--- src/rtl/imem_loader_if.sv ---
// Byte-stream input and instruction-memory write port of the boot loader.
// The slave modport is the loader's view; the master modport is the host/memory side.
interface imem_loader_if #(
  parameter int unsigned ADDR_W = 8
) ();
  logic              in_valid;
  logic [7:0]        in_data;
  logic              in_ready;
  logic              imem_we;
  logic [ADDR_W-1:0] imem_addr;
  logic [15:0]       imem_wdata;

  modport slave (
    input  in_valid, in_data,
    output in_ready, imem_we, imem_addr, imem_wdata
  );

  modport master (
    output in_valid, in_data,
    input  in_ready, imem_we, imem_addr, imem_wdata
  );
endinterface

--- src/rtl/imem_loader.sv ---
// Boot-time program loader: LEN, N words (HI then LO), XOR checksum.
// Screens opcodes, writes words to instruction memory, and holds the CPU until verified.
module imem_loader #(
  parameter int unsigned ADDR_W = 8
) (
  input  logic              clk,
  input  logic              rst_n,
  input  logic              start,
  imem_loader_if.slave      bus,
  output logic              cpu_hold,
  output logic              done,
  output logic              err,
  output logic [ADDR_W-1:0] word_count
);

  typedef enum logic [2:0] {
    IDLE, LEN, HI, LO, CSUM, DONE, ERR
  } loadState_e;

  loadState_e        state;
  logic [ADDR_W-1:0] lenQ;
  logic [ADDR_W-1:0] countQ;
  logic [ADDR_W-1:0] addrQ;
  logic [7:0]        hiQ;
  logic [7:0]        csumQ;
  logic [15:0]       wdataQ;
  logic              inReadyQ;
  logic              weQ;
  logic              holdQ;
  logic              doneQ;
  logic              errQ;
  logic              accept;
  logic              lastWord;

  function automatic logic illegalOp(input logic [3:0] op);
    return (op == 4'd5) || (op == 4'd6) || (op == 4'd13) || (op == 4'd14);
  endfunction

  assign accept   = bus.in_valid & inReadyQ;
  // countQ still excludes the current word: the previous word's increment lands before this LO.
  assign lastWord = (countQ + ADDR_W'(1)) == lenQ;

  always_ff @(posedge clk or negedge rst_n) begin
    if (!rst_n) begin
      state    <= IDLE;
      lenQ     <= '0;
      countQ   <= '0;
      addrQ    <= '0;
      hiQ      <= '0;
      csumQ    <= '0;
      wdataQ   <= '0;
      inReadyQ <= 1'b0;
      weQ      <= 1'b0;
      holdQ    <= 1'b1;
      doneQ    <= 1'b0;
      errQ     <= 1'b0;
    end else begin
      weQ <= 1'b0;
      // word_count advances on the edge that ends the write cycle
      if (weQ) countQ <= countQ + ADDR_W'(1);

      case (state)
        IDLE, DONE, ERR: begin
          if (start) begin
            state    <= LEN;
            inReadyQ <= 1'b1;
            holdQ    <= 1'b1;
            doneQ    <= 1'b0;
            errQ     <= 1'b0;
            countQ   <= '0;
            csumQ    <= '0;
          end
        end
        LEN: begin
          if (accept) begin
            if (bus.in_data == 8'd0) begin
              state    <= ERR;
              inReadyQ <= 1'b0;
              errQ     <= 1'b1;
            end else begin
              lenQ  <= ADDR_W'(bus.in_data);
              csumQ <= bus.in_data;
              state <= HI;
            end
          end
        end
        HI: begin
          if (accept) begin
            if (illegalOp(bus.in_data[7:4])) begin
              state    <= ERR;
              inReadyQ <= 1'b0;
              errQ     <= 1'b1;
            end else begin
              hiQ   <= bus.in_data;
              csumQ <= csumQ ^ bus.in_data;
              state <= LO;
            end
          end
        end
        LO: begin
          if (accept) begin
            csumQ  <= csumQ ^ bus.in_data;
            weQ    <= 1'b1;
            addrQ  <= countQ;
            wdataQ <= {hiQ, bus.in_data};
            state  <= lastWord ? CSUM : HI;
          end
        end
        CSUM: begin
          if (accept) begin
            inReadyQ <= 1'b0;
            if (bus.in_data == csumQ) begin
              state <= DONE;
              doneQ <= 1'b1;
              holdQ <= 1'b0;
            end else begin
              state <= ERR;
              errQ  <= 1'b1;
              holdQ <= 1'b1;
            end
          end
        end
        default: begin
          state    <= IDLE;
          inReadyQ <= 1'b0;
        end
      endcase
    end
  end

  assign bus.in_ready   = inReadyQ;
  assign bus.imem_we    = weQ;
  assign bus.imem_addr  = addrQ;
  assign bus.imem_wdata = wdataQ;
  assign cpu_hold       = holdQ;
  assign done           = doneQ;
  assign err            = errQ;
  assign word_count     = countQ;

endmodule
--- src/flat_wrapper.sv ---
// flat-port wrapper written by rule: the top's interface ports become plain ports
module imem_loader_flat 
#(
  parameter int unsigned ADDR_W = 8
)
  (clk, rst_n, start, cpu_hold, done, err, word_count, bus_in_valid, bus_in_data, bus_in_ready, bus_imem_we, bus_imem_addr, bus_imem_wdata);
  imem_loader_if #(.ADDR_W(ADDR_W)) bus_i ();
  input  logic clk;
  input  logic rst_n;
  input  logic start;
  output logic cpu_hold;
  output logic done;
  output logic err;
  output logic [ADDR_W-1:0] word_count;
  input wire logic [$bits(bus_i.in_valid)-1:0] bus_in_valid;
  input wire logic [$bits(bus_i.in_data)-1:0] bus_in_data;
  output wire logic [$bits(bus_i.in_ready)-1:0] bus_in_ready;
  output wire logic [$bits(bus_i.imem_we)-1:0] bus_imem_we;
  output wire logic [$bits(bus_i.imem_addr)-1:0] bus_imem_addr;
  output wire logic [$bits(bus_i.imem_wdata)-1:0] bus_imem_wdata;
  assign bus_i.in_valid = bus_in_valid;
  assign bus_i.in_data = bus_in_data;
  assign bus_in_ready = bus_i.in_ready;
  assign bus_imem_we = bus_i.imem_we;
  assign bus_imem_addr = bus_i.imem_addr;
  assign bus_imem_wdata = bus_i.imem_wdata;
  imem_loader #(.ADDR_W(ADDR_W)) u_core (.clk(clk), .rst_n(rst_n), .start(start), .bus(bus_i), .cpu_hold(cpu_hold), .done(done), .err(err), .word_count(word_count));
endmodule
--- config.mk ---
export PLATFORM = sky130hd
export DESIGN_NAME = imem_loader_flat
export DESIGN_NICKNAME = d
export VERILOG_FILES = /design/src/rtl/imem_loader_if.sv /design/src/rtl/imem_loader.sv /design/src/flat_wrapper.sv
export SDC_FILE = /design/constraint.sdc
export NUM_CORES = 1
export LEC_CHECK = 0
export CORE_ASPECT_RATIO = 2
export CORE_UTILIZATION = 50
export CTS_BUF_LIST = sky130_fd_sc_hd__clkbuf_8
export CTS_CLUSTER_SIZE = 16
export DETAILED_ROUTE_END_ITERATION = 10
export DONT_BUFFER_PORTS = 1
export GPL_TIMING_DRIVEN = 0
export PLACE_DENSITY_LB_ADDON = 0.12
export SLEW_MARGIN = 20
export SYNTH_ARGS = -nofsm -noshare
export SYNTH_HDL_FRONTEND = slang
export SYNTH_SLANG_ARGS = --single-unit
--- constraint.sdc ---
create_clock -name clk -period 4.45 [get_ports clk]
set_input_delay 1.335 -clock clk [delete_from_list [all_inputs] [get_ports clk]]
set_output_delay 1.335 -clock clk [all_outputs]
set_load 0.005 [all_outputs]
==> results, run 1 <==
- The run finished with clean final reports.
- The detailed-router iteration count before antenna repair is 4.
- The final cell count without fillers is 386.
- The die is roughly 60 um wide.
- In this run, synthesis inferred 0 flip-flops with an integrated enable.
- The kind of start point of the critical path is an input port.
- The number of fill cells is 569.
- The utilization after layout is between 50 and 60%.
- At the end of the flow, the number of nets in the layout was between 300 and 400.
- The number of gates given a new drive strength after cts is 0.
- The number of antenna violations at the first check in global routing is 0.
- The flip-flop and latch area is approximately 1600 sq um.
- The reg-to-reg endpoint is u_core.state[1]$_DFFE_PN0P_.
- The critical path data arrival time is about 3.0 ns.
- The count of routing violations after the opening detailed-route iteration is 100.
- The start point of the worst min-delay path is u_core.hiQ[6]$_DFFE_PN0P_.
- The count of nets left with antenna violations once routing finished came out at 0.
- The overall die height is about 120 um.
- The final worst slack is ~1.8 ns.
- The die covers 6900 sq um.
- After clock tree synthesis, the clock-pin slew on the worst setup and hold paths is 0.07 ns.
- The average detailed-routed wire length per instance is between 15 and 20 um.
- For this run, the total global-route usage over all layers was measured as a little over a fifth.
- The total power density per cell area is between 500 and 600 nW/um^2.
- The endpoint class of the critical path is a flip-flop.
- The number of global-route vias before repair is around 2,200.
- Summing all multi-input logic gate instances after layout gives between 1500 and 2000 sq um.
- The worst-case IR drop observed on VDD is between 0.2 and 0.3 mV.
- Setup repair after global routing left no endpoint under its margin.
- Traced cell by cell, the critical path runs through buf_6 > nor4_1 > a31oi_1 > a221oi_4 > o21bai_1 > a22o_1.
- For this run the aggregate overflow at the end of global routing stands at 0.
- The synthesized design contains 64 register bits.
- The final-report hold violation count is 0.
- At the later pin of the worst-skew pair, clock insertion delay measures between 0.3 and 0.4 ns.
- The cell area that synthesis handed to floorplanning was 3280 sq um.
- For the pin with the worst max-slew slack, the measured transition is 0.592 ns.
- The first global-routing pass estimated roughly 11,000 um of wire.
- The final layout contains routed wiring with a total length of between 6000 and 7000 um.
- The max-slew violation total from the final report was 0.
- The count of placed standard cells including taps is 370.
- The largest buffer count on any clock path is 2.
- The critical-path maximum fanout is 8.
- The required time reported for the critical path endpoint is ~4.7 ns.
- The worst register-to-register path has a setup slack of between 1.5 and 2 ns.
- The count of mapped cells out of synthesis is approximately 280.
- The startpoint identified for the worst register-to-register timing path is u_core.word_count[0]$_DFF_PN0_.
- The total clock buffers created by CTS is 9.
- The H-tree depth is 3.
- Setup violations remaining at the end of the flow were counted as 0.
- The share of cells above drive strength 1 is between 20% and 30%.
- The placement row count is 41.
- The worst max-slew margin expressed relative to the limit is 60.2%.
- The final RePlAce weighted congestion is approximately 0.86.
- Detailed placement finished with a half-perimeter wire length of approximately 4600 um.
- The analysis attributes to cell leakage a power of between 1.5 and 2 nW.
- The worst path in the final design needs a cycle of around 2.7 ns, including I/O delays and setup.
- On the final layout, the worst clock skew is 0.00936 ns.
- The clock tree root buffer cell is clkbuf_8.
- The area growth from synthesis to layout is 8.82%.
- Input and output buffers added on the ports amount to 0.
- Based on the critical path, the design can be clocked at up to about 0.37 GHz.
- The type of the worst setup path is in -> reg.
- The largest stage delay on the critical path is around 0.52 ns.
- In the post-synthesis netlist, the biggest area contributors are dfrtp_1 48%, mux2_2 14%, xor2_1 5.3%.
- The destination of the worst hold path is u_core.bus.imem_wdata[14]$_DFFE_PN0P_.
- The top cell type's share of synthesized area is 48.1%.
- The kind of path behind the tightest hold check is reg -> reg.
- Counting buffers and inverters, the worst setup path is 6 cells deep.
- By instance count, the leading cell after synthesis is dfrtp_1.
- The count of max-cap constraint violations is 0.
- The number of design rule violations left after detail routing is 0.
- The net count after synthesis is ~300.
- The total negative slack for setup checks is 0 ns.
- The register area share after synthesis is around 50%.
- After detailed routing, the number of vias per cell comes to between 5 and 6.
- The most used flip-flop cell after synthesis is dfrtp_1.
- The commonest cells after synthesis are 63 x dfrtp_1, 41 x mux2_2, 20 x xor2_1.
- The top-level I/O count is 49.
- The worst reg-to-reg path cell count is 7.
- The number of setup buffers added after CTS is 0.
- The pre-CTS worst setup slack is 1.46 ns.
- The count of hold-fix buffers inserted at cts is 0.
- The initial core utilization is between 50% and 60%.
- The floorplan step defined a core boundary enclosing approximately 6300 sq um.
- The final clock period utilization by the worst path is 60.0%.
- The number of buffer and inverter stages on the critical path is 1.
- In this run, distinct cell masters in the synthesized netlist total 50.
- Along the worst hold path, the cell count comes to 1.
- The CTS tree is done.
- The Yosys step of the flow raised 0 warnings.
- The routed layout has between 2,000 and 2,500 vias.
- The cell taking the most area after synthesis is dfrtp_1.
- Among all stages on the critical path, the largest delay is contributed by nor4_1.
- Clock tree synthesis found a total of between 60 and 70 sinks.
- In the synthesized netlist the async set-or-reset flop fraction comes to 100%.
- A synthesized cell averages 11.5 sq um.
- The antenna cell count is 0.
- The cell family contributing the most delay on the critical path is compound AO/OA/AOI/OAI gates.
- The maximum number of pins on one net before global-route repair is 65.
==> layer usage <==
layer  vias up  GRT usage, %  part of all wire, %
met2        55          35.7                   53
met3        13          7.75                  5.0
met1      1088          23.4                   40
li1       1050             -                    -
met5         -             0                    0
met4         0          11.0                  2.1
==> worst max path at each step <==
| stage | from | to | slack [ns] |
|---|---|---|---|
| 6_report | bus_in_data[5] | u_core.csumQ[4]$_DFFE_PN0P_ | 1.78 |
| 5_1_grt | u_core.word_count[0]$_DFF_PN0_ | u_core.state[1]$_DFFE_PN0P_ | 1.71 |
| 4_1_cts | bus_in_data[5] | u_core.csumQ[4]$_DFFE_PN0P_ | 1.82 |
| 3_5_place_dp | bus_in_data[5] | u_core.csumQ[4]$_DFFE_PN0P_ | 1.46 |
| 3_3_place_gp | bus_in_data[5] | u_core.lenQ[6]$_DFFE_PN0P_ | 1.52 |
| 2_1_floorplan | bus_in_data[5] | u_core.lenQ[5]$_DFFE_PN0P_ | 1.67 |
==> layout by cell type, fill, tap and decap left out, drive strengths merged, types with 2 or more instances in the layout <==
master  instances
dfrtp          63
mux2           41
xor2           20
clkbuf         18
o21ai          13
nor2           12
nand2          12
buf            12
nand3           9
nor2b           8
o21bai          8
a22o            8
a21oi           7
nor4            5
and3            4
nand4           4
xnor2           4
a31oi           4
inv             4
clkinv          4
o211ai          3
a211oi          3
or2b            2
mux2i           2
nand4b          2
nor3b           2
o21a            2
nor3            2
o22ai           2
and2            2
a211o           2
==> power breakdown <==
part,internal [mW],total [mW],switching [mW]
combinational,0.326,0.603,0.277
clock,0.218,0.453,0.235
sequential,0.822,1.04,0.213
total,1.37,2.09,0.724
==> layout make-up <==
type                       instances  area share (%)
clock inverter                     6            1.23
buffer                            20            4.11
tap                               86            3.02
sequential                        64            44.9
clock buffer                      10            3.86
inverter                           3           0.316
multi-input combinational        197            42.5
==> registers in the layout, indices dropped and copies added (netlist names) <==
register and count:
u_core.bus.imem_wdata 16, u_core.hiQ 8, u_core.done 1, u_core.state 3, u_core.bus.imem_we 1, u_core.bus.imem_addr 8, u_core.cpu_hold 1, u_core.csumQ 8
u_core.word_count 8, u_core.lenQ 8, u_core.err 1, u_core.bus.in_ready 1
==> stage by stage <==
| stage | instance area [sq um] | hold slack (ns) | power [mW] |
|---|---|---|---|
| final | 3570 | 0.508 | 2.09 |
| after floorplan | 3280 | 0.477 | 1.51 |
| after global placement | 3380 | 0.487 | 1.63 |
| after CTS | 3570 | 0.511 | 2.12 |
| after detailed placement | 3380 | 0.496 | 1.65 |
| after global routing | 3570 | 0.528 | 2.24 |
==> cell families (layout without fill, tap and decap cells) <==
logic type / after synthesis / count (layout) / share of synthesized area (%)
muxes: 43 / 43 / 14.7
DFF: 64 / 64 / 48.9
AOI/OAI and AO/OA: 61 / 61 / 13.4
xor gates and xnor gates: 24 / 24 / 6.41
and+or+nand+nor: 68 / 68 / 11.3
adders and majority gates: 1 / 1 / 0.382
buffers and inverters: 23 / 39 / 4.81
Power figures use the tool's default switching activity.
==> run 2: changes to the inputs <==
- clock period: 4.45 -> 2.34 ns (I/O delays scaled with it)
==> run 2 against run 1 <==
Non-clock buffer count decreased by 1; setup slack worse by 1.6 ns; highest routed layer unchanged; first-iteration DRC count fell by 14%; wire length up 0.24%.
==> results, run 2 (synthesized netlist as in run 1, its figures left out) <==
- The share of cells above drive strength 1 is 26.1%.
- The tool flagged a number of max-cap violations equal to 0.
- The first-pass GRT wire length is ~11,000 um.
- The post-place instance area is approximately 3400 sq um.
- The total routing resource utilization after global routing is between 20% and 30%.
- The final worst slack is around 0.20 ns.
- The analysis attributes to cell leakage a power of approximately 1.6 nW.
- The analysis attributes to net switching a power of ~1.4 mW.
- The number of global-route vias before repair is 2,151.
- The final RePlAce weighted congestion is ~0.86.
- The final-report hold violation count is 0.
- The worst path uses between 90% and 100% of the clock period.
- The setup clock skew after layout is between 0.01 and 0.015 ns.
- The required time reported for the critical path endpoint is 2.54 ns.
- TritonCTS built the clock tree.
- Entering global routing, the biggest net connects 65 pins.
- The finished cells cover around 3600 sq um.
- The x dimension of the die is ~59 um.
- Final hold analysis gives a worst-case slack of 0.0313 ns.
- The initial core utilization is 51.9%.
- After the last flow step, the layout net total stands at ~300.
- Per report_power, the clock group accounts for approximately 22% of the total.
- The commonest non-fill, non-tap cell in the layout is dfrtp_1.
- In this run the count of I/O pins placed on the die edge is 49.
- The smallest clock period supported by the final layout is computed as 2.14 ns.
- The worst reg-to-reg path cell count is 6.
- The total congestion overflow after global routing is 0.
- The max-slew violation total from the final report is 0.
- The overall die height is approximately 120 um.
- In this run the worst path has a maximum fanout of 10.
- The register with the most flip-flops in the layout has 16 of them.
- The kind of path behind the tightest hold check is in -> async.
- The internal power of the cells is 2.61 mW.
- The post-synthesis to final-layout area growth is 8.93%.
- The kind of start point of the critical path is a flip-flop.
- The setup path with the least slack is of type reg -> reg.
- The number of buffers inserted by port buffering is 0.
- The run finished with clean final reports.
- The floorplan has about 40 rows.
- Timing analysis after detailed placement gives a worst setup slack of -0.186 ns.
- The clock tree root buffer cell is clkbuf_8.
- The endpoint class of the critical path is a flip-flop.
- After detailed routing, the total wire length is 6640 um.
- The clock reaches the later pin of the worst-skew pair after between 0.3 and 0.4 ns.
- After clock tree synthesis, the clock-pin slew on the worst setup and hold paths is 0.08 ns.
- The residual antenna-violating net count after detailed routing is 0.
- The count of routing violations after the opening detailed-route iteration is 86.
- The transition time at the pin with the least slew margin is 0.672 ns.
- After floorplanning, the core was sized to cover approximately 6300 sq um.
- The via density per instance is just under 6.
- In this run switching power makes up 34.7% of total power.
- STA puts the critical path data arrival time at 2.34 ns.
- The clock passes through at most 2 buffers.
- In this run, post-CTS hold repair placed 0 buffers.
- In the layout the commonest cells are 63 x dfrtp_1, 41 x mux2_2, 20 x xor2_1.
- The final cell count without fillers is between 300 and 400.
- For this run, the top clock speed supported by timing is between 0.4 and 0.5 GHz.
- Setup repair after global routing left no endpoint under its margin.
- Detailed placement finished with a half-perimeter wire length of 4650 um.
- Setup violations remaining at the end of the flow were counted as 0.
- 0 antenna diodes ended up in the layout.
- The number of fill cells is 570.
- The combinational group share of total power is between 20 and 30%.
- The portion of total power attributed to sequential cells is about half.
- The total clock buffers created by CTS is 9.
- The routed layout has ~2,200 vias.
- After detailed routing, the average wire length per cell comes to around 17 um.
- The peak supply drop is 0.520 mV.
- Dividing total power by cell area gives a power density of approximately 1100 nW/um^2.
- In the routed design, unresolved DRC markers number 0.
- The number of antenna violations at the first check in global routing is 0.
- The total clock sinks is 64.
- The H-tree depth is 3.
- Headroom to the max-slew limit came out at around 55%.
- The count of placed standard cells including taps is 370.
- The detailed-router iteration count before antenna repair is 5.
- The total die area is between 6000 and 7000 sq um.
## run 2: per-layer routing
metal	share of wire (%)	track usage [%]	vias up
li1	-	-	1050
met1	40	23.3	1108
met2	53	35.6	62
met3	5.2	7.75	11
met4	2.2	11.0	0
met5	0	0	-
## run 2: cell type report
type                    count  area [sq um]  share of cell area, %
multi-input cells         197          1520                   42.7
clock inverters             6          43.8                   1.23
clock buffers              10           138                   3.86
well taps                  86           108                   3.01
inverters                   3          11.3                  0.315
plain buffers              19           143                   4.00
flip-flops and latches     64          1600                   44.9
## run 2: what timing repair did
item                       CTS  global route
setup buffers                0             0
gates resized for setup      1             1
hold endpoints to repair     0             0
setup endpoints to repair    2             1
## run 2: critical path: stages (launching register included)
cell,delay (ns)
dfrtp_1,0.52
ha_2,0.35
nand4b_1,0.12
a211oi_1,0.24
o311ai_0,0.19
a211oi_2,0.36
o221ai_1,0.21
## run 2: worst paths after layout
kind,from,end,slack (ns)
max in group asynchronous,rst_n,u_core.cpu_hold$_DFFE_PN1P_,2.14
max reg2reg,u_core.word_count[0]$_DFF_PN0_,u_core.state[1]$_DFFE_PN0P_,0.20
min reg2reg,u_core.hiQ[6]$_DFFE_PN0P_,u_core.bus.imem_wdata[14]$_DFFE_PN0P_,0.51
min,rst_n,u_core.err$_DFFE_PN0P_,0.03
max,u_core.word_count[0]$_DFF_PN0_,u_core.state[1]$_DFFE_PN0P_,0.20
min in group clk,bus_in_data[7],u_core.csumQ[7]$_DFFE_PN0P_,0.48
## run 2: through the flow
step | setup TNS, ns | power [mW] | util, %
6_report | 0 | 3.99 | 56.6
5_1_grt | 0 | 4.28 | 56.6
4_1_cts | 0 | 4.03 | 56.5
3_5_place_dp | -0.222 | 3.14 | 53.6
3_3_place_gp | -0.234 | 3.11 | 53.6
2_1_floorplan | 0 | 2.87 | -
## run 2: power by group through the flow
stage	sequential (mW)	clock, mW	combinational [mW]
after floorplan	1.88	0	0.990
after global placement	1.98	0	1.12
after detailed placement	2.00	0	1.15
after CTS	1.98	0.898	1.16
after global routing	2.04	0.945	1.29
final	1.97	0.865	1.16
==> run 3: changes to the inputs <==
- BUFFER_PORTS_ARGS: unset -> -buffer_cell sky130_fd_sc_hd__clkbuf_2
- DONT_BUFFER_PORTS: 1 -> unset
==> run 3 against run 2 <==
Die area did not move; flip-flop and latch count did not move; setup slack got worse by 0.060 ns; sequential power decreased by 4%; sequential share of layout area is 3.6 points lower; via count increased by 6.5%; global-route usage grew 0.47 points; total power grew 16%; core utilization rose by 5.0 points; non-clock buffer count is 45 higher; fmax fell by 2.7%; critical path depth stayed put.
==> results, run 3 (synthesized netlist as in run 1, its figures left out) <==
- After floorplanning, the core was sized to cover 6310 sq um.
- The type of the worst setup path is reg -> reg.
- The top cell types in the final layout, fill and taps aside, are 63 x dfrtp_1, 43 x clkbuf_2, 41 x mux2_2.
- The clock latency of the later-clocked register in the worst-skew pair is between 0.3 and 0.4 ns.
- In this run the power density over the cells is about 1200 nW/um^2.
- The number of antenna violations at the first check in global routing was 0.
- The floorplan step defined a die boundary enclosing between 6000 and 7000 sq um.
- The total length of routed wires is roughly 6800 um.
- From synthesis to final layout, the design area changed by 18.5%.
- The maximum number of pins on one net before global-route repair is 43.
- The post-place instance area is about 3600 sq um.
- The total clock buffers created by CTS is 9.
- 0 antenna diodes ended up in the layout.
- The initial utilization of the core area, before any placement, comes to a little over 50%.
- The total negative slack for setup checks is 0 ns.
- The number of design rule violations left after detail routing is 0.
- The detailed-router iteration count before antenna repair is 4.
- Hold timing on the final database bottoms out at a slack of approximately 0.27 ns.
- The total power consumption of the routed design is ~4.6 mW.
- Once detail routing completed, the nets flagged for antenna violations numbered 0.
- The via density per instance is around 5.5.
- Counting along the longest clock path gives a buffer depth of 2.
- The clock tree root buffer cell is clkbuf_8.
- The critical path data arrival time is between 2 and 2.5 ns.
- After detailed placement, the design holds a cell count of 415.
- In this run the static leakage power is around 1.8 nW.
- Measured along the y axis, the die boundary spans between 100 and 150 um.
- The top-level I/O count is between 40 and 50.
- In the finished design, the share of the clock period the worst path needs comes to between 90% and 100%.
- VDD sags by at most about 0.78 mV.
- In this run the tightest slew margin relative to its limit is between 50% and 60%.
- The endpoint class of the critical path is a flip-flop.
- The count of max-cap constraint violations is 0.
- The final-report hold violation count came to 0.
- The average detailed-routed wire length per instance is between 15 and 20 um.
- The x dimension of the die is 59.2 um.
- The final RePlAce weighted congestion is 0.860.
- The critical-path maximum fanout is 10.
- The detailed router finished its first iteration with 84 violations.
- The total via count in the routed design is between 2,000 and 2,500.
- The post-route standard cell area excluding fillers is around 3900 sq um.
- Setup violations remaining at the end of the flow were counted as 0.
- The post-route netlist has between 30% and 40% of its cells at a drive strength greater than 1.
- The kind of path behind the tightest hold check is in -> async.
- Between clock sinks in the finished design, the worst skew comes to approximately 0.0094 ns.
- Global routing used between 20% and 30% of the available tracks.
- STA classifies the critical path startpoint as a flip-flop.
- In this run the number of H-tree levels came out at 3.
- Counting every sink on the clock net gives between 60 and 70.
- The number of global-route vias before repair is ~2,300.
- The finished layout holds 430 standard cells, fillers aside.
- Setup repair after global routing left no endpoint under its margin.
- The commonest non-fill, non-tap cell in the layout is dfrtp_1.
- TritonCTS built the clock tree.
- At the worst endpoint, the required time is 2.57 ns.
- The run finished with clean final reports.
- The max-slew violation total from the final report was 0.
- The register with the most flip-flops in the layout has 16 of them.
- The first-pass GRT wire length is ~11,000 um.
- Port buffering added 44 buffers.
- For the finished layout, the period the worst path requires is about 2.2 ns.
- After clock tree synthesis, the clock-pin slew on the worst setup and hold paths is around 0.080 ns.
- Detailed placement ended at an HPWL of ~5000 um.
- Static timing analysis puts the maximum clock frequency at 0.455 GHz.
- The transition time at the pin with the least slew margin is between 0.6 and 0.7 ns.
- In this run the core area contains just over 40 standard-cell rows.
- Summed over all layers, the global routing overflow is 0.
- The number of fill cells is around 560.
- After the last flow step, the layout net total stands at roughly 350.
[run 3: cell count changes in the layout (fill, tap and decap cells not counted), moves of 2 or more]
cell       before  now
bufinv_16       0    3
clkinv_4        2    0
clkbuf_2        0   43
clkinv_2        2    0
[run 3: where the power goes]
group | internal (mW) | leakage (nW) | switching (mW)
logic | 0.824 | 0.910 | 0.708
registers | 1.56 | 0.796 | 0.336
clock network | 0.740 | 0.119 | 0.448
total | 3.12 | 1.82 | 1.49
[run 3: layer usage]
layer / track usage [%] / wire [um]
met1: 25.9 / 2800
met2: 37.2 / 3600
met3: 4.98 / 229
met4: 9.05 / 130
met5: 0 / 0
[run 3: worst paths after layout]
check	startpoint	endpoint	slack (ns)	cells past startpoint
setup / recovery	u_core.word_count[0]$_DFF_PN0_	u_core.state[2]$_DFFE_PN0P_	0.14	6
hold / removal	rst_n	u_core.word_count[4]$_DFF_PN0_	0.27	1
setup reg to reg	u_core.word_count[0]$_DFF_PN0_	u_core.state[2]$_DFFE_PN0P_	0.14	6
hold reg to reg	u_core.bus.imem_addr[0]$_DFFE_PN0P_	u_core.bus.imem_addr[0]$_DFFE_PN0P_	0.51	1
max in group asynchronous	rst_n	u_core.csumQ[3]$_DFFE_PN0P_	1.55	2
min in group clk	u_core.bus.imem_addr[0]$_DFFE_PN0P_	u_core.bus.imem_addr[0]$_DFFE_PN0P_	0.51	1
[run 3: repair_timing]
action	in CTS	in global routing
setup endpoints to repair	2	2
hold endpoints to repair	0	0
gates resized for setup	1	1
setup buffers	0	0
hold buffers	0	0
pin swaps	0	0
[run 3: metrics by stage]
step           utilization [%]  worst slack, ns
6_report                  61.5            0.140
4_1_cts                   61.5           0.0701
3_5_place_dp              57.5           -0.219
5_1_grt                   61.5           0.0257
2_1_floorplan                -            0.197
3_3_place_gp              57.1           -0.200
[run 3: area by class of cell]
type	count	area (sq um)	share of cell area, %
flip-flops and latches	64	1600	41.3
multi-input cells	197	1520	39.3
repair buffers	45	243	6.25
plain buffers	19	143	3.67
clock buffers	10	138	3.54
clock inverters	6	114	2.93
well taps	86	108	2.77
inverters	3	11.3	0.290
[run 3: critical path, stage by stage (launching register included)]
cell and delay [ns]:
dfrtp_1 0.47, ha_2 0.30, nor3b_1 0.16, o21a_1 0.18
o311ai_0 0.52, a211oi_2 0.15, a211o_1 0.31
